[src/rtl/fechadura_pkg.sv]
// Shared types and constants for the lock: keypad entry packs, setup record,
// display pack and the setup sequencer state encoding.
package fechadura_pkg;

  localparam int N_DIG = 20;
  localparam logic [3:0] KEY_STAR  = 4'hA;
  localparam logic [3:0] KEY_EMPTY = 4'hF;

  typedef logic [N_DIG-1:0][3:0] senhaPac_t;
  typedef logic [5:0][3:0]       bcdPac_t;

  typedef struct packed {
    logic       bip_status;
    logic [6:0] bip_time;
    logic [6:0] tranc_aut_time;
    senhaPac_t  senha_master;
    senhaPac_t  senha_1;
    senhaPac_t  senha_2;
  } setupPac_t;

  // Field states are numbered 1..6 so the encoding doubles as the displayed field index
  typedef enum logic [2:0] {
    ST_IDLE     = 3'd0,
    ST_F_BIP    = 3'd1,
    ST_F_BIPT   = 3'd2,
    ST_F_TRAV   = 3'd3,
    ST_F_MASTER = 3'd4,
    ST_F_USR1   = 3'd5,
    ST_F_USR2   = 3'd6,
    ST_COMMIT   = 3'd7
  } setup_state_t;

  typedef struct packed {
    logic       well_formed;
    logic [4:0] len;
  } entry_info_t;

  localparam senhaPac_t SENHA_EMPTY = {N_DIG{KEY_EMPTY}};
  localparam senhaPac_t SENHA_DEF   = {{(N_DIG-4){KEY_EMPTY}}, 4'h4, 4'h3, 4'h2, 4'h1};

  localparam setupPac_t SETUP_DEF = '{
    bip_status:     1'b1,
    bip_time:       7'd5,
    tranc_aut_time: 7'd5,
    senha_master:   SENHA_DEF,
    senha_1:        SENHA_EMPTY,
    senha_2:        SENHA_EMPTY
  };

  // Well formed = decimal digits packed from slot 0, followed only by empty slots
  function automatic entry_info_t scan_entry(input senhaPac_t d);
    entry_info_t r;
    logic        seen_empty;
    r.well_formed = 1'b1;
    r.len         = 5'd0;
    seen_empty    = 1'b0;
    for (int i = 0; i < N_DIG; i++) begin
      if (d[i] == KEY_EMPTY) begin
        seen_empty = 1'b1;
      end else if (seen_empty || d[i] > 4'd9) begin
        r.well_formed = 1'b0;
      end else begin
        r.len = r.len + 5'd1;
      end
    end
    return r;
  endfunction

  function automatic logic [7:0] to_bcd2(input logic [6:0] v);
    return {4'(v / 7'd10), 4'(v % 7'd10)};
  endfunction

endpackage

[src/rtl/setup_ctrl_if.sv]
// Keypad-in / setup-out bundle between operacional, keypad, display and setup_ctrl.
interface setup_ctrl_if;
  import fechadura_pkg::*;

  logic      setup_on;
  senhaPac_t digitos_value;
  logic      digitos_valid;
  setupPac_t data_setup_new;
  logic      data_setup_ok;
  bcdPac_t   bcd_pac;
  logic      teclado_en;
  logic      display_en;
  logic      err;

  modport master (
    output setup_on, digitos_value, digitos_valid,
    input  data_setup_new, data_setup_ok, bcd_pac, teclado_en, display_en, err
  );

  modport slave (
    input  setup_on, digitos_value, digitos_valid,
    output data_setup_new, data_setup_ok, bcd_pac, teclado_en, display_en, err
  );

endinterface

[src/rtl/setup_timeout.sv]
// Inactivity timer: prescaler to seconds, one-cycle expiry pulse after TIMEOUT_S seconds.
module setup_timeout #(
  parameter int CLK_HZ    = 100_000_000,
  parameter int TIMEOUT_S = 30
) (
  input  logic clk,
  input  logic rst,
  input  logic en,
  input  logic clr,
  output logic expired
);

  localparam int PW = (CLK_HZ > 1) ? $clog2(CLK_HZ) : 1;
  localparam int SW = (TIMEOUT_S > 1) ? $clog2(TIMEOUT_S) : 1;

  logic [PW-1:0] tick_reg;
  logic [SW-1:0] sec_reg;
  logic          sec_wrap;

  assign sec_wrap = (tick_reg == PW'(CLK_HZ - 1));
  assign expired  = en && !clr && sec_wrap && (sec_reg == SW'(TIMEOUT_S - 1));

  always_ff @(posedge clk or negedge rst) begin
    if (!rst) begin
      tick_reg <= '0;
      sec_reg  <= '0;
    end else if (!en || clr || expired) begin
      tick_reg <= '0;
      sec_reg  <= '0;
    end else if (sec_wrap) begin
      tick_reg <= '0;
      sec_reg  <= sec_reg + SW'(1);
    end else begin
      tick_reg <= tick_reg + PW'(1);
    end
  end

endmodule

[src/rtl/setup_ctrl.sv]
// Lock setup sequencer: six keypad-driven fields, working/committed setup copies.
// Optional inactivity timeout enabled by defining SETUP_TIMEOUT_EN.
module setup_ctrl
  import fechadura_pkg::*;
#(
  parameter int CLK_HZ    = 100_000_000,
  parameter int T_MIN     = 5,
  parameter int T_MAX     = 60,
  parameter int PWD_MIN   = 4,
  parameter int PWD_MAX   = 12,
  parameter int TIMEOUT_S = 30
) (
  input  logic         clk,
  input  logic         rst,
  setup_ctrl_if.slave  bus
);

  setup_state_t state_reg, state_next;
  setupPac_t    working_reg, working_next;
  setupPac_t    committed_reg, committed_next;
  logic         setup_on_d_reg;

  logic         in_field, start, timeout_expired, err_c, accept;
  entry_info_t  entry;
  logic [6:0]   entry_val;
  logic [3:0]   d0;
  logic         keep, bip_ok, time_ok, pwd_ok, usr_clear;
  senhaPac_t    pwd_shown;
  bcdPac_t      bcd_c;

  assign in_field = (state_reg != ST_IDLE) && (state_reg != ST_COMMIT);
  assign start    = bus.setup_on && !setup_on_d_reg;

`ifdef SETUP_TIMEOUT_EN
  // Every field change is caused by a strobe, so clearing on strobes covers state changes too
  setup_timeout #(
    .CLK_HZ    (CLK_HZ),
    .TIMEOUT_S (TIMEOUT_S)
  ) u_timeout (
    .clk     (clk),
    .rst     (rst),
    .en      (in_field),
    .clr     (bus.digitos_valid),
    .expired (timeout_expired)
  );
`else
  logic unused_timeout_cfg;
  assign unused_timeout_cfg = ^{32'(CLK_HZ), 32'(TIMEOUT_S)};
  assign timeout_expired    = 1'b0;
`endif

  assign entry     = scan_entry(bus.digitos_value);
  assign d0        = bus.digitos_value[0];
  assign entry_val = (entry.len == 5'd1) ? {3'b000, d0}
                                         : {3'b000, d0} * 7'd10 + {3'b000, bus.digitos_value[1]};
  assign keep      = (d0 == KEY_STAR);
  assign bip_ok    = entry.well_formed && (entry.len == 5'd1) && (d0 <= 4'd1);
  assign time_ok   = entry.well_formed && ((entry.len == 5'd1) || (entry.len == 5'd2)) &&
                     (entry_val >= 7'(T_MIN)) && (entry_val <= 7'(T_MAX));
  assign pwd_ok    = entry.well_formed && (entry.len >= 5'(PWD_MIN)) && (entry.len <= 5'(PWD_MAX));
  assign usr_clear = entry.well_formed && (entry.len == 5'd1) && (d0 == 4'd0);

  always_comb begin
    state_next     = state_reg;
    working_next   = working_reg;
    committed_next = committed_reg;
    err_c          = 1'b0;
    accept         = 1'b0;
    case (state_reg)
      ST_IDLE: begin
        if (start) begin
          state_next   = ST_F_BIP;
          working_next = committed_reg;
        end
      end
      ST_COMMIT: state_next = ST_IDLE;
      default: begin
        // Abort has priority over both timeout and a simultaneous entry
        if (!bus.setup_on) begin
          state_next = ST_IDLE;
        end else if (timeout_expired) begin
          state_next = ST_IDLE;
          err_c      = 1'b1;
        end else if (bus.digitos_valid) begin
          accept = keep;
          case (state_reg)
            ST_F_BIP: if (!keep && bip_ok) begin
              accept                  = 1'b1;
              working_next.bip_status = d0[0];
            end
            ST_F_BIPT: if (!keep && time_ok) begin
              accept                = 1'b1;
              working_next.bip_time = entry_val;
            end
            ST_F_TRAV: if (!keep && time_ok) begin
              accept                      = 1'b1;
              working_next.tranc_aut_time = entry_val;
            end
            ST_F_MASTER: if (!keep && pwd_ok) begin
              accept                    = 1'b1;
              working_next.senha_master = bus.digitos_value;
            end
            ST_F_USR1: if (!keep && (usr_clear || pwd_ok)) begin
              accept               = 1'b1;
              working_next.senha_1 = usr_clear ? SENHA_EMPTY : bus.digitos_value;
            end
            ST_F_USR2: if (!keep && (usr_clear || pwd_ok)) begin
              accept               = 1'b1;
              working_next.senha_2 = usr_clear ? SENHA_EMPTY : bus.digitos_value;
            end
            default: ;
          endcase
          if (accept) state_next = setup_state_t'(state_reg + 3'd1);
          else        err_c      = 1'b1;
        end
      end
    endcase
    if (state_next == ST_COMMIT) committed_next = working_next;
  end

  always_ff @(posedge clk or negedge rst) begin
    if (!rst) begin
      state_reg      <= ST_IDLE;
      working_reg    <= SETUP_DEF;
      committed_reg  <= SETUP_DEF;
      setup_on_d_reg <= 1'b0;
    end else begin
      state_reg      <= state_next;
      working_reg    <= working_next;
      committed_reg  <= committed_next;
      setup_on_d_reg <= bus.setup_on;
    end
  end

  always_comb begin
    case (state_reg)
      ST_F_USR1: pwd_shown = working_reg.senha_1;
      ST_F_USR2: pwd_shown = working_reg.senha_2;
      default:   pwd_shown = working_reg.senha_master;
    endcase
  end

  always_comb begin
    bcd_c = '1;
    case (state_reg)
      ST_F_BIP:  bcd_c[0]             = {3'b000, working_reg.bip_status};
      ST_F_BIPT: {bcd_c[1], bcd_c[0]} = to_bcd2(working_reg.bip_time);
      ST_F_TRAV: {bcd_c[1], bcd_c[0]} = to_bcd2(working_reg.tranc_aut_time);
      ST_F_MASTER, ST_F_USR1, ST_F_USR2:
        {bcd_c[1], bcd_c[0]} = to_bcd2({2'b00, scan_entry(pwd_shown).len});
      default: ;
    endcase
    if (in_field) bcd_c[5] = {1'b0, state_reg};
  end

  assign bus.data_setup_new = committed_reg;
  assign bus.data_setup_ok  = (state_reg == ST_COMMIT);
  assign bus.bcd_pac        = bcd_c;
  assign bus.teclado_en     = in_field;
  assign bus.display_en     = in_field;
  assign bus.err            = err_c;

endmodule

[src/flat_wrapper.sv]
// flat-port wrapper written by rule: the top's interface ports become plain ports
module setup_ctrl_flat import fechadura_pkg::*;
#(
  parameter int CLK_HZ    = 100_000_000,
  parameter int T_MIN     = 5,
  parameter int T_MAX     = 60,
  parameter int PWD_MIN   = 4,
  parameter int PWD_MAX   = 12,
  parameter int TIMEOUT_S = 30
)
  (clk, rst, bus_setup_on, bus_digitos_value, bus_digitos_valid, bus_data_setup_new, bus_data_setup_ok, bus_bcd_pac, bus_teclado_en, bus_display_en, bus_err);
  setup_ctrl_if bus_i ();
  input  logic clk;
  input  logic rst;
  input wire logic [$bits(bus_i.setup_on)-1:0] bus_setup_on;
  input wire logic [$bits(bus_i.digitos_value)-1:0] bus_digitos_value;
  input wire logic [$bits(bus_i.digitos_valid)-1:0] bus_digitos_valid;
  output wire logic [$bits(bus_i.data_setup_new)-1:0] bus_data_setup_new;
  output wire logic [$bits(bus_i.data_setup_ok)-1:0] bus_data_setup_ok;
  output wire logic [$bits(bus_i.bcd_pac)-1:0] bus_bcd_pac;
  output wire logic [$bits(bus_i.teclado_en)-1:0] bus_teclado_en;
  output wire logic [$bits(bus_i.display_en)-1:0] bus_display_en;
  output wire logic [$bits(bus_i.err)-1:0] bus_err;
  assign bus_i.setup_on = bus_setup_on;
  assign bus_i.digitos_value = bus_digitos_value;
  assign bus_i.digitos_valid = bus_digitos_valid;
  assign bus_data_setup_new = bus_i.data_setup_new;
  assign bus_data_setup_ok = bus_i.data_setup_ok;
  assign bus_bcd_pac = bus_i.bcd_pac;
  assign bus_teclado_en = bus_i.teclado_en;
  assign bus_display_en = bus_i.display_en;
  assign bus_err = bus_i.err;
  setup_ctrl #(.CLK_HZ(CLK_HZ), .T_MIN(T_MIN), .T_MAX(T_MAX), .PWD_MIN(PWD_MIN), .PWD_MAX(PWD_MAX), .TIMEOUT_S(TIMEOUT_S)) u_core (.clk(clk), .rst(rst), .bus(bus_i));
endmodule
[config.mk]
export PLATFORM = sky130hd
export DESIGN_NAME = setup_ctrl_flat
export DESIGN_NICKNAME = d
export VERILOG_FILES = /design/src/rtl/fechadura_pkg.sv /design/src/rtl/setup_ctrl_if.sv /design/src/rtl/setup_timeout.sv /design/src/rtl/setup_ctrl.sv /design/src/flat_wrapper.sv
export SDC_FILE = /design/constraint.sdc
export NUM_CORES = 1
export LEC_CHECK = 0
export BUFFER_PORTS_ARGS = -buffer_cell sky130_fd_sc_hd__buf_4
export CORE_ASPECT_RATIO = 1.5
export CORE_MARGIN = 2
export CORE_UTILIZATION = 56
export DETAILED_ROUTE_END_ITERATION = 8
export GPL_ROUTABILITY_DRIVEN = 1
export MAX_ROUTING_LAYER = met4
export PLACE_DENSITY = 0.79
export SLEW_MARGIN = 30
export SYNTH_ARGS = -nofsm -noshare
export SYNTH_HDL_FRONTEND = slang
export SYNTH_SLANG_ARGS = --single-unit
[constraint.sdc]
create_clock -name clk -period 25.1 [get_ports clk]
set_input_delay 1.255 -clock clk [delete_from_list [all_inputs] [get_ports clk]]
set_output_delay 1.255 -clock clk [all_outputs]
set_load 0.05 [all_outputs]
==> results by group <==
Place
  • Routability congestion estimate: 0.943
  • Hpwl dp: 71600 um
  • # port buffers: 354

Yosys
  • Avg Inst Size Synth: 10.4 sq um
  • Yosys warns: 0
  • Main area contributors after synthesis: dfstp_2 40%, a221o_1 8.0%, mux2_1 7.2%
  • Synth Flop Type: dfstp_2
  • Flip-flop and latch count after synthesis: 514
  • Mapped Area: 0.0308 sq mm
  • Post-synth EDFFs: 0
  • Netlist cell types: 113
  • Area leader, netlist: dfstp_2
  • Seq/Total Area, Yosys: 0.436
  • Async SR Flop Fraction: 1.00
  • Synth top area share: 0.399
  • Post-Synthesis Cells: 2967

Critical path
  • CP startpoint kind: flop
  • CP startpoint: u_core.state_reg[0]
  • CP endpoint kind: primary output
  • WP data arrival: 19.95 ns
  • Reg2Reg Depth: 13
  • Internal reg-to-reg setup slack: 19.38 ns
  • FF-to-FF Start: u_core.state_reg[2]
  • CP Data Required Time: 23.84 ns
  • CP max FO: 49
  • Critical path's slowest cell: o311ai_0
  • Worst path max stage delay: 0.77 ns
  • Crit path to: bus_bcd_pac[2]
  • Most frequent CP cell: ha_1
  • Crit path kind: flop to primary output
  • End of the worst register-to-register path: u_core.bus.data_setup_new[112]

Cells and area
  • Fillers: 4246
  • Nets: 3347
  • Area of the multi-input gates: 0.0162 sq mm
  • Register area: 0.0134 sq mm
  • Area Overhead vs Synth: 15.0%
  • Layout cell share with drive strength beyond 1: 0.338
  • # diodes: 0

Clocking
  • CTS root buf: clkbuf_16
  • CTS resizes: 0
  • CTS tree: done
  • Clock Path Buffers: 3
  • Clock sinks: 514
  • H-tree level count: 2
  • # hold bufs at CTS: 0
  • Clock edge transition at the registers on the reported setup and hold paths: 0.07 ns
  • Total clock buffers created by CTS: 50
  • Post-CTS setup buffers: 0
  • Clk Latency, worst-skew pair: 0.62 ns

Power
  • P_sw: 0.965 mW
  • Clock Power Share: 0.313
  • Leak pwr: 15.0 nW
  • VDD IR max: 0.0771 mV
  • Comb pwr share: 0.361
  • Power Internal: 1.60 mW
  • Sequential power share: 0.326
  • Power per cell area: 72.3 mW/mm^2
  • Switching portion of total power: 0.377
  • Total power: 2.56 mW

Global route
  • Global-route wire length before repair: 160000 um
  • Vias in the first global route: 27640
  • GRT Residual Overflow: 0
  • Largest net degree at the start of global routing: 140
  • Tot GR Track Use: 0.368
  • Initial antenna violation count: 0

Flow run
  • Max Cap Viol: 0

Detailed routing
  • Drt drc: 0
  • WL/cell: 26.2 um
  • Drt initial violations: 2475
  • Drt pass-1 iters: 6
  • Via count: 26882
  • DRT Wirelength: 103000 um
  • DRT antenna net count: 0
  • Vias per cell: 6.82

Die
  • Overall die width: 196 um
  • Initial Utilization: 0.565
  • Row count: 105
  • Area of the die: 0.0570 sq mm
  • Core footprint: 0.0545 sq mm
  • I/O Pins: 367
  • Die Span Y: 291 um

Timing
  • RSZ-0062 raised after global routing: false
  • Slew margin rel.: 0.350
  • Setup-failing EPs final: 0
  • Setup Skew: 0.0459 ns
  • Fin. Hold Viols: 0
  • Worst-Margin Slew: 0.967 ns
  • Minimum clock period: 21.21 ns
  • Final number of max-transition violations: 0
  • F_max: 0.0472 GHz
  • Period utilization: 0.845
  • Setup TNS Final: 0 ns

Run status
  • Status: finished, final reports clean

Worst hold path
  • Min-delay worst type: flop to flop
## worst min path at each step
stage,startpoint,to,cells after the start
after floorplan,u_core.working_reg[247],u_core.working_reg[247],2
after global placement,u_core.working_reg[249],u_core.working_reg[249],2
after detailed placement,u_core.working_reg[247],u_core.working_reg[247],2
after CTS,u_core.working_reg[247],u_core.working_reg[247],2
after global routing,u_core.working_reg[247],u_core.working_reg[247],2
final,u_core.working_reg[247],u_core.working_reg[247],2
## power groups by stage
stage                     registers [mW]  clock network [mW]  logic, mW
after floorplan                    0.847                   0      0.646
after global placement             0.847                   0      0.871
after detailed placement           0.847                   0      0.904
after CTS                          0.835               0.808      0.910
after global routing               0.835               0.836      0.991
final                              0.835               0.802      0.924
## worst max-delay path: cells and delay by family (launching register included)
family | cells | cell delay (ns)
XOR/XNOR | 2 | 0.55
AND/OR/NAND/NOR | 27 | 4.78
buffers and inverters | 11 | 2.10
AO/OA/AOI/OAI | 23 | 5.84
adder cells (fa/ha/maj) | 14 | 4.14
multiplexers | 6 | 1.45
flip-flops | 1 | 0.46
## Yosys cell counts (17+ instances only)
cell type	instances
clkbuf_1	127
nand3_1	60
a221o_1	247
mux2_1	197
nor4_1	29
buf_2	25
and3_1	23
or3_1	18
dfstp_2	468
nand4_1	38
buf_4	17
mux2i_1	23
and2_1	21
inv_1	42
nor3_1	29
xor2_1	32
nor2_1	371
xnor2_1	69
nand2_1	240
mux2_2	72
o21ai_0	137
buf_6	33
ha_1	54
a22oi_1	82
o211ai_1	18
a31oi_1	21
a22o_1	49
dfrtp_1	46
a21oi_1	94
## layout make-up
| type | count | share of cell area |
|---|---|---|
| clock buffer | 77 | 0.0421 |
| clock inverter | 16 | 0.00710 |
| inverter | 43 | 0.00456 |
| multi-input combinational | 2211 | 0.458 |
| sequential | 514 | 0.380 |
| tap | 695 | 0.0245 |
| timing repair buffer | 387 | 0.0841 |
## stage by stage
stage	utilization	setup slack, ns	hold WS, ns	cell area (sq um)	cells
2_1_floorplan	-	8.06	0.447	30900	2978
3_3_place_gp	0.616	5.42	0.468	33600	3848
3_5_place_dp	0.617	4.84	0.468	33700	3850
4_1_cts	0.649	4.09	0.478	35400	3943
5_1_grt	0.650	2.08	0.502	35400	3943
6_report	0.650	3.89	0.482	35400	3943
## cells by family after synthesis
group,count (synthesis),share of synthesized area
other,1,0.000122
flip-flops,514,0.436
AND/OR/NAND/NOR,922,0.141
XOR/XNOR,129,0.0470
AO/OA/AOI/OAI,796,0.203
buffers and inverters,253,0.0419
adder cells (fa/ha/maj),58,0.0239
multiplexers,294,0.107
## metal layers
metal | up-vias | wire length [um] | GRT usage
li1 | 11611 | - | -
met1 | 13577 | 38000 | 0.422
met2 | 1367 | 52500 | 0.622
met3 | 327 | 7620 | 0.0596
met4 | 0 | 5310 | 0.186
met5 | - | 0 | -
## layout by cell type, fill, tap and decap left out, types with 9 or more instances in the layout
master	synthesis	layout
nor3_1	29	28
clkbuf_16	0	50
a21o_1	14	14
or4_1	9	9
a21oi_1	94	93
nand2b_1	13	13
o21ai_0	137	137
and3_1	23	22
nor2b_1	11	11
a31oi_1	21	21
inv_1	42	41
clkbuf_8	0	14
conb_1	1	12
ha_1	54	52
nor4_1	29	27
a22oi_2	9	9
xnor3_1	10	10
o22ai_1	11	11
or3_1	18	17
o211ai_1	18	18
a221o_1	247	247
mux2_2	72	72
xnor2_1	69	69
nand2_1	240	240
and2_1	21	21
xor2_1	32	32
a22oi_1	82	82
mux2i_1	23	23
o21a_1	14	14
mux2_1	197	197
buf_4	17	377
clkbuf_1	127	13
o21ai_1	12	12
nor2_1	371	368
a22o_1	49	49
nand4_1	38	38
dfstp_2	468	468
nand3_1	60	58
dfrtp_1	46	45
Note: power is estimated with default switching activity, not from simulation.
